<file path="src/rtl/ifetch_queue.sv">
// Instruction prefetch queue: streams sequential fetch addresses to a single-cycle ROM and
// buffers returned words with their addresses for the CPU fetch port.
module ifetch_queue #(
    parameter int              AW         = 16,
    parameter int              DW         = 24,
    parameter int              DEPTH      = 4,
    parameter logic [AW-1:0]   RESET_ADDR = 16'h0000
) (
    input  logic          i_clk,
    input  logic          i_rst,
    input  logic          i_clk_en,
    output logic [AW-1:0] o_rom_addr,
    input  logic [DW-1:0] i_rom_data,
    input  logic          i_redirect,
    input  logic [AW-1:0] i_redirect_addr,
    output logic          o_valid,
    output logic [DW-1:0] o_instr,
    output logic [AW-1:0] o_instr_addr,
    input  logic          i_ready
);

    localparam int PW = $clog2(DEPTH);
    localparam int CW = PW + 1;

    logic [AW-1:0] fa_q, fa_d;
    logic [AW-1:0] addr_q, addr_d;
    logic          req_q, req_d;
    logic [PW-1:0] wr_ptr_q, wr_ptr_d;
    logic [PW-1:0] rd_ptr_q, rd_ptr_d;
    logic [CW-1:0] count_q, count_d;

    logic [DW-1:0] data_mem_q [DEPTH];
    logic [AW-1:0] addr_mem_q [DEPTH];

    logic          issue;
    logic          push;
    logic          pop;

    // Credit check counts the read in flight so a returning word always has a free slot.
    always_comb begin
        issue = (({1'b0, count_q} + {{CW{1'b0}}, req_q}) < (CW+1)'(DEPTH)) && !i_redirect;
        push  = req_q && !i_redirect;
        pop   = (count_q != '0) && i_ready && !i_redirect;
    end

    always_comb begin
        fa_d     = fa_q;
        addr_d   = addr_q;
        req_d    = req_q;
        wr_ptr_d = wr_ptr_q;
        rd_ptr_d = rd_ptr_q;
        count_d  = count_q;
        if (i_redirect) begin
            fa_d     = i_redirect_addr;
            req_d    = 1'b0;
            wr_ptr_d = '0;
            rd_ptr_d = '0;
            count_d  = '0;
        end else begin
            req_d = issue;
            if (issue) begin
                fa_d   = fa_q + AW'(1);
                addr_d = fa_q;
            end
            if (push) begin
                wr_ptr_d = wr_ptr_q + PW'(1);
            end
            if (pop) begin
                rd_ptr_d = rd_ptr_q + PW'(1);
            end
            case ({push, pop})
                2'b10:   count_d = count_q + CW'(1);
                2'b01:   count_d = count_q - CW'(1);
                default: count_d = count_q;
            endcase
        end
    end

    always_ff @(posedge i_clk) begin
        if (i_rst) begin
            fa_q     <= RESET_ADDR;
            addr_q   <= '0;
            req_q    <= 1'b0;
            wr_ptr_q <= '0;
            rd_ptr_q <= '0;
            count_q  <= '0;
        end else if (i_clk_en) begin
            fa_q     <= fa_d;
            addr_q   <= addr_d;
            req_q    <= req_d;
            wr_ptr_q <= wr_ptr_d;
            rd_ptr_q <= rd_ptr_d;
            count_q  <= count_d;
        end
    end

    // Entries are reset so the head reads as zero until the first word lands.
    for (genvar gi = 0; gi < DEPTH; gi++) begin : g_entry
        always_ff @(posedge i_clk) begin
            if (i_rst) begin
                data_mem_q[gi] <= '0;
                addr_mem_q[gi] <= '0;
            end else if (i_clk_en && push && (wr_ptr_q == PW'(gi))) begin
                data_mem_q[gi] <= i_rom_data;
                addr_mem_q[gi] <= addr_q;
            end
        end
    end

    assign o_rom_addr   = fa_q;
    assign o_valid      = (count_q != '0);
    assign o_instr      = data_mem_q[rd_ptr_q];
    assign o_instr_addr = addr_mem_q[rd_ptr_q];

endmodule
</file>
<file path="config.mk">
export PLATFORM = sky130hd
export DESIGN_NAME = ifetch_queue
export DESIGN_NICKNAME = d
export VERILOG_FILES = /design/src/rtl/ifetch_queue.sv
export SDC_FILE = /design/constraint.sdc
export NUM_CORES = 1
export LEC_CHECK = 0
export BUFFER_PORTS_ARGS = -buffer_cell sky130_fd_sc_hd__buf_2
export CELL_PAD_IN_SITES_DETAIL_PLACEMENT = 1
export CELL_PAD_IN_SITES_GLOBAL_PLACEMENT = 1
export CORE_MARGIN = 1.5
export CORE_UTILIZATION = 48
export DETAILED_ROUTE_END_ITERATION = 10
export PLACE_DENSITY_LB_ADDON = 0.1
export SYNTH_ARGS = -nofsm -noshare
export SYNTH_HDL_FRONTEND = slang
export SYNTH_SLANG_ARGS = --single-unit
</file>
<file path="constraint.sdc">
create_clock -name i_clk -period 2.6 [get_ports i_clk]
set_input_delay 0.13 -clock i_clk [delete_from_list [all_inputs] [get_ports i_clk]]
set_output_delay 0.13 -clock i_clk [all_outputs]
set_load 0.005 [all_outputs]
</file>
==> impl_metrics.env <==
export IMPL_status="completed"
export IMPL_timing_critical_path_required_ps=2960
export IMPL_hold_ws_ps=16.6
export IMPL_yosysWarnings=0
export IMPL_p_leak_nw=4.66
export IMPL_cts_buffers=22
export IMPL_drt_iter0_drc=385
export IMPL_final_setup_skew_ps=14.9
export IMPL_drt_wirelength_per_cell_um=22.1
export IMPL_syn_area_per_cell_um2=13.2
export IMPL_start_kind="register"
export IMPL_worstHoldPathCells=5
export IMPL_drc_errors=0
export IMPL_min_delay_start="i_redirect_addr[4]"
export IMPL_synth_cell_types=56
export IMPL_internal_power_mw=6.06
export IMPL_syn_inst=689
export IMPL_rsz0062_at_grt="false"
export IMPL_maxCapViolCount=0
export IMPL_fp_dieW_um=141
export IMPL_finalHoldViolCount=0
export IMPL_cts_tree="built"
export IMPL_wirelength_um=23200
export IMPL_avgViaCountPerCell=5.93
export IMPL_syn_cell_area_um2=9110
export IMPL_die_y_um=141
export IMPL_placementRows=50
export IMPL_mostFrequentLayoutCell="and3_1"
export IMPL_reg2reg_to="data_mem_q[0][10]"
export IMPL_synth_flop_cell="edfxtp_1"
export IMPL_min_to="o_rom_addr[4]"
export IMPL_post_cts_resized=0
export IMPL_timing_rr_start="req_q"
export IMPL_post_route_period_util_pct=83.9
export IMPL_drive_gt1_share_pct=25.3
export IMPL_pwr_share_seq_pct=47.7
export IMPL_areaGrowthSynthToFinish_pct=20.0
export IMPL_p_sw_share_pct=20.9
export IMPL_crit_fanout=160
export IMPL_ys_ff_latch=202
export IMPL_track_usage_pct=23.8
export IMPL_cp_end_kind="register"
export IMPL_grt_pass1_vias=6568
export IMPL_n_antenna_cell=0
export IMPL_clock_latency_ps=510
export IMPL_start_util_pct=48.9
export IMPL_grt_max_degree=161
export IMPL_synth_edf_count=160
export IMPL_port_buffers=101
export IMPL_synthArstFlopShare_pct=0
export IMPL_fill_cells=1875
export IMPL_cts_htree_levels=1
export IMPL_vias=6211
export IMPL_post_route_min_period_ps=2180
export IMPL_grt_overflow=0
export IMPL_drv_slew=0
export IMPL_cts_buffer_depth=3
export IMPL_fmax_ghz=0.459
export IMPL_setup_viol=0
export IMPL_syn_nets=740
export IMPL_max_slew_margin_pct=11.8
export IMPL_ctsRootBufferMaster="clkbuf_16"
export IMPL_clock_sinks=202
export IMPL_fp_coreArea_um2=18600
export IMPL_tightest_slew_ps=1320
export IMPL_grt_pass1_wl_um=36600
export IMPL_hpwl_um=13000
export IMPL_ff2ff_setup_slack_ps=420
export IMPL_worst_setup_path_type="register to register"
export IMPL_reg2regPathDepth=2
export IMPL_ant_nets=0
export IMPL_gp_congestion=0.796
export IMPL_nNetsFinal=848
export IMPL_crit_arrival_ps=2540
export IMPL_ys_seq_area_share_pct=61.9
export IMPL_p_switching_mw=1.60
export IMPL_firstDrtPassIters=4
export IMPL_combPwrFrac_pct=5.1
export IMPL_layout_common_cells="and3_1 (167), edfxtp_1 (160), buf_2 (101)"
export IMPL_antenna_found_initial=1
export IMPL_ios=102
export IMPL_tns_ps=0
export IMPL_vdd_ir_drop_worst_uv=461
export IMPL_hold_path_class="primary input to register"
export IMPL_clk_pin_slew_worst_paths_ps=60
export IMPL_p_clk_share_pct=47.2
export IMPL_powerDensity_nw_per_um2=700
export IMPL_fp_dieArea_um2=19800
[cell type report]
class	instances	area (um2)	share of cell area, %
Multi-Input combinational cell	417	3170	29.0
Inverter	7	26.3	0.240
Clock buffer	23	576	5.26
Sequential cell	202	5650	51.7
Tap cell	234	293	2.68
Clock inverter	17	265	2.43
Timing Repair Buffer	147	953	8.72
[power groups by stage]
stage | logic (mW) | clock network [mW] | registers [mW]
3_5_place_dp | 0.354 | 0 | 3.72
3_3_place_gp | 0.345 | 0 | 3.71
4_1_cts | 0.394 | 3.64 | 3.65
6_report | 0.391 | 3.61 | 3.65
2_1_floorplan | 0.197 | 0 | 3.70
5_1_grt | 0.430 | 3.76 | 3.66
[worst max-delay path, stage by stage (launching register included)]
cell and delay (ps):
dfxtp_1 520, and3_4 1080, and3_1 300
[metrics by stage]
step / area (um2) / utilization, % / cells / power, mW / setup WS, ps
finish: 10900 / 58.7 / 1047 / 7.66 / 419
global route: 10900 / 58.7 / 1047 / 7.85 / 278
CTS: 10900 / 58.7 / 1047 / 7.69 / 411
detailed placement: 9780 / 52.5 / 976 / 4.07 / 432
global placement: 9780 / 52.5 / 976 / 4.05 / 602
floorplan: 9110 / - / 689 / 3.89 / 457
[cell families (layout without fill, tap and decap cells)]
| logic type | after synthesis | in the layout | share of synthesized area (%) |
|---|---|---|---|
| simple gates | 281 | 281 | 17.3 |
| flops | 202 | 202 | 61.9 |
| compound gates | 87 | 87 | 6.34 |
| buf+inv | 70 | 194 | 3.40 |
| mux | 42 | 42 | 10.1 |
| fa+ha+maj | 6 | 6 | 0.824 |
| xor+xnor | 1 | 1 | 0.0961 |
[per-layer routing]
layer,track usage [%],up-vias,wire [um]
met5,0,-,8
met4,5.26,2,336
met3,3.13,29,936
met2,41.4,149,11800
met1,32.2,3160,10100
li1,-,2871,-
[cell usage after synthesis (all sizes together) (3+ instances only)]
| master | count | area, um2 |
|---|---|---|
| and2 | 3 | 18.8 |
| a31oi | 6 | 52.6 |
| and3 | 168 | 1050 |
| a22oi | 3 | 22.5 |
| a21oi | 32 | 160 |
| edfxtp | 160 | 4800 |
| nor2 | 14 | 52.6 |
| mux4 | 40 | 901 |
| ha | 6 | 75.1 |
| nor3b | 3 | 27.5 |
| o21ai | 16 | 83.8 |
| buf | 28 | 153 |
| nand2 | 63 | 236 |
| clkbuf | 35 | 131 |
| dfxtp | 42 | 841 |
| a21o | 4 | 30.0 |
| o31ai | 4 | 35.0 |
| nor3 | 7 | 40.0 |
| inv | 7 | 26.3 |
| nand4 | 6 | 37.5 |
| nand3 | 7 | 35.0 |
[how the worst max path moves through the flow]
stage,from,end,slack (ps),cells past startpoint
final,req_q,data_mem_q[0][10],420,2
after global routing,req_q,addr_mem_q[0][9],280,2
after CTS,register,o_instr_addr[12],410,3
after detailed placement,i_clk_en,addr_mem_q[0][15],430,4
after global placement,i_clk_en,addr_mem_q[0][6],600,4
after floorplan,wr_ptr_q[0],addr_mem_q[0][0],460,5
[state kept, by name (all words and copies together), names as in the netlist, named ones only]
name / flops
addr_mem_q: 64
addr_q: 16
count_q: 3
data_mem_q: 96
o_rom_addr: 16
rd_ptr_q: 2
req_q: 1
wr_ptr_q: 2
[what timing repair did]
action / in CTS / in global routing
setup buffers: 0 / 0
hold buffers: 31 / 0
endpoints found under the hold margin: 97 / 0
Power figures use the tool's default switching activity.
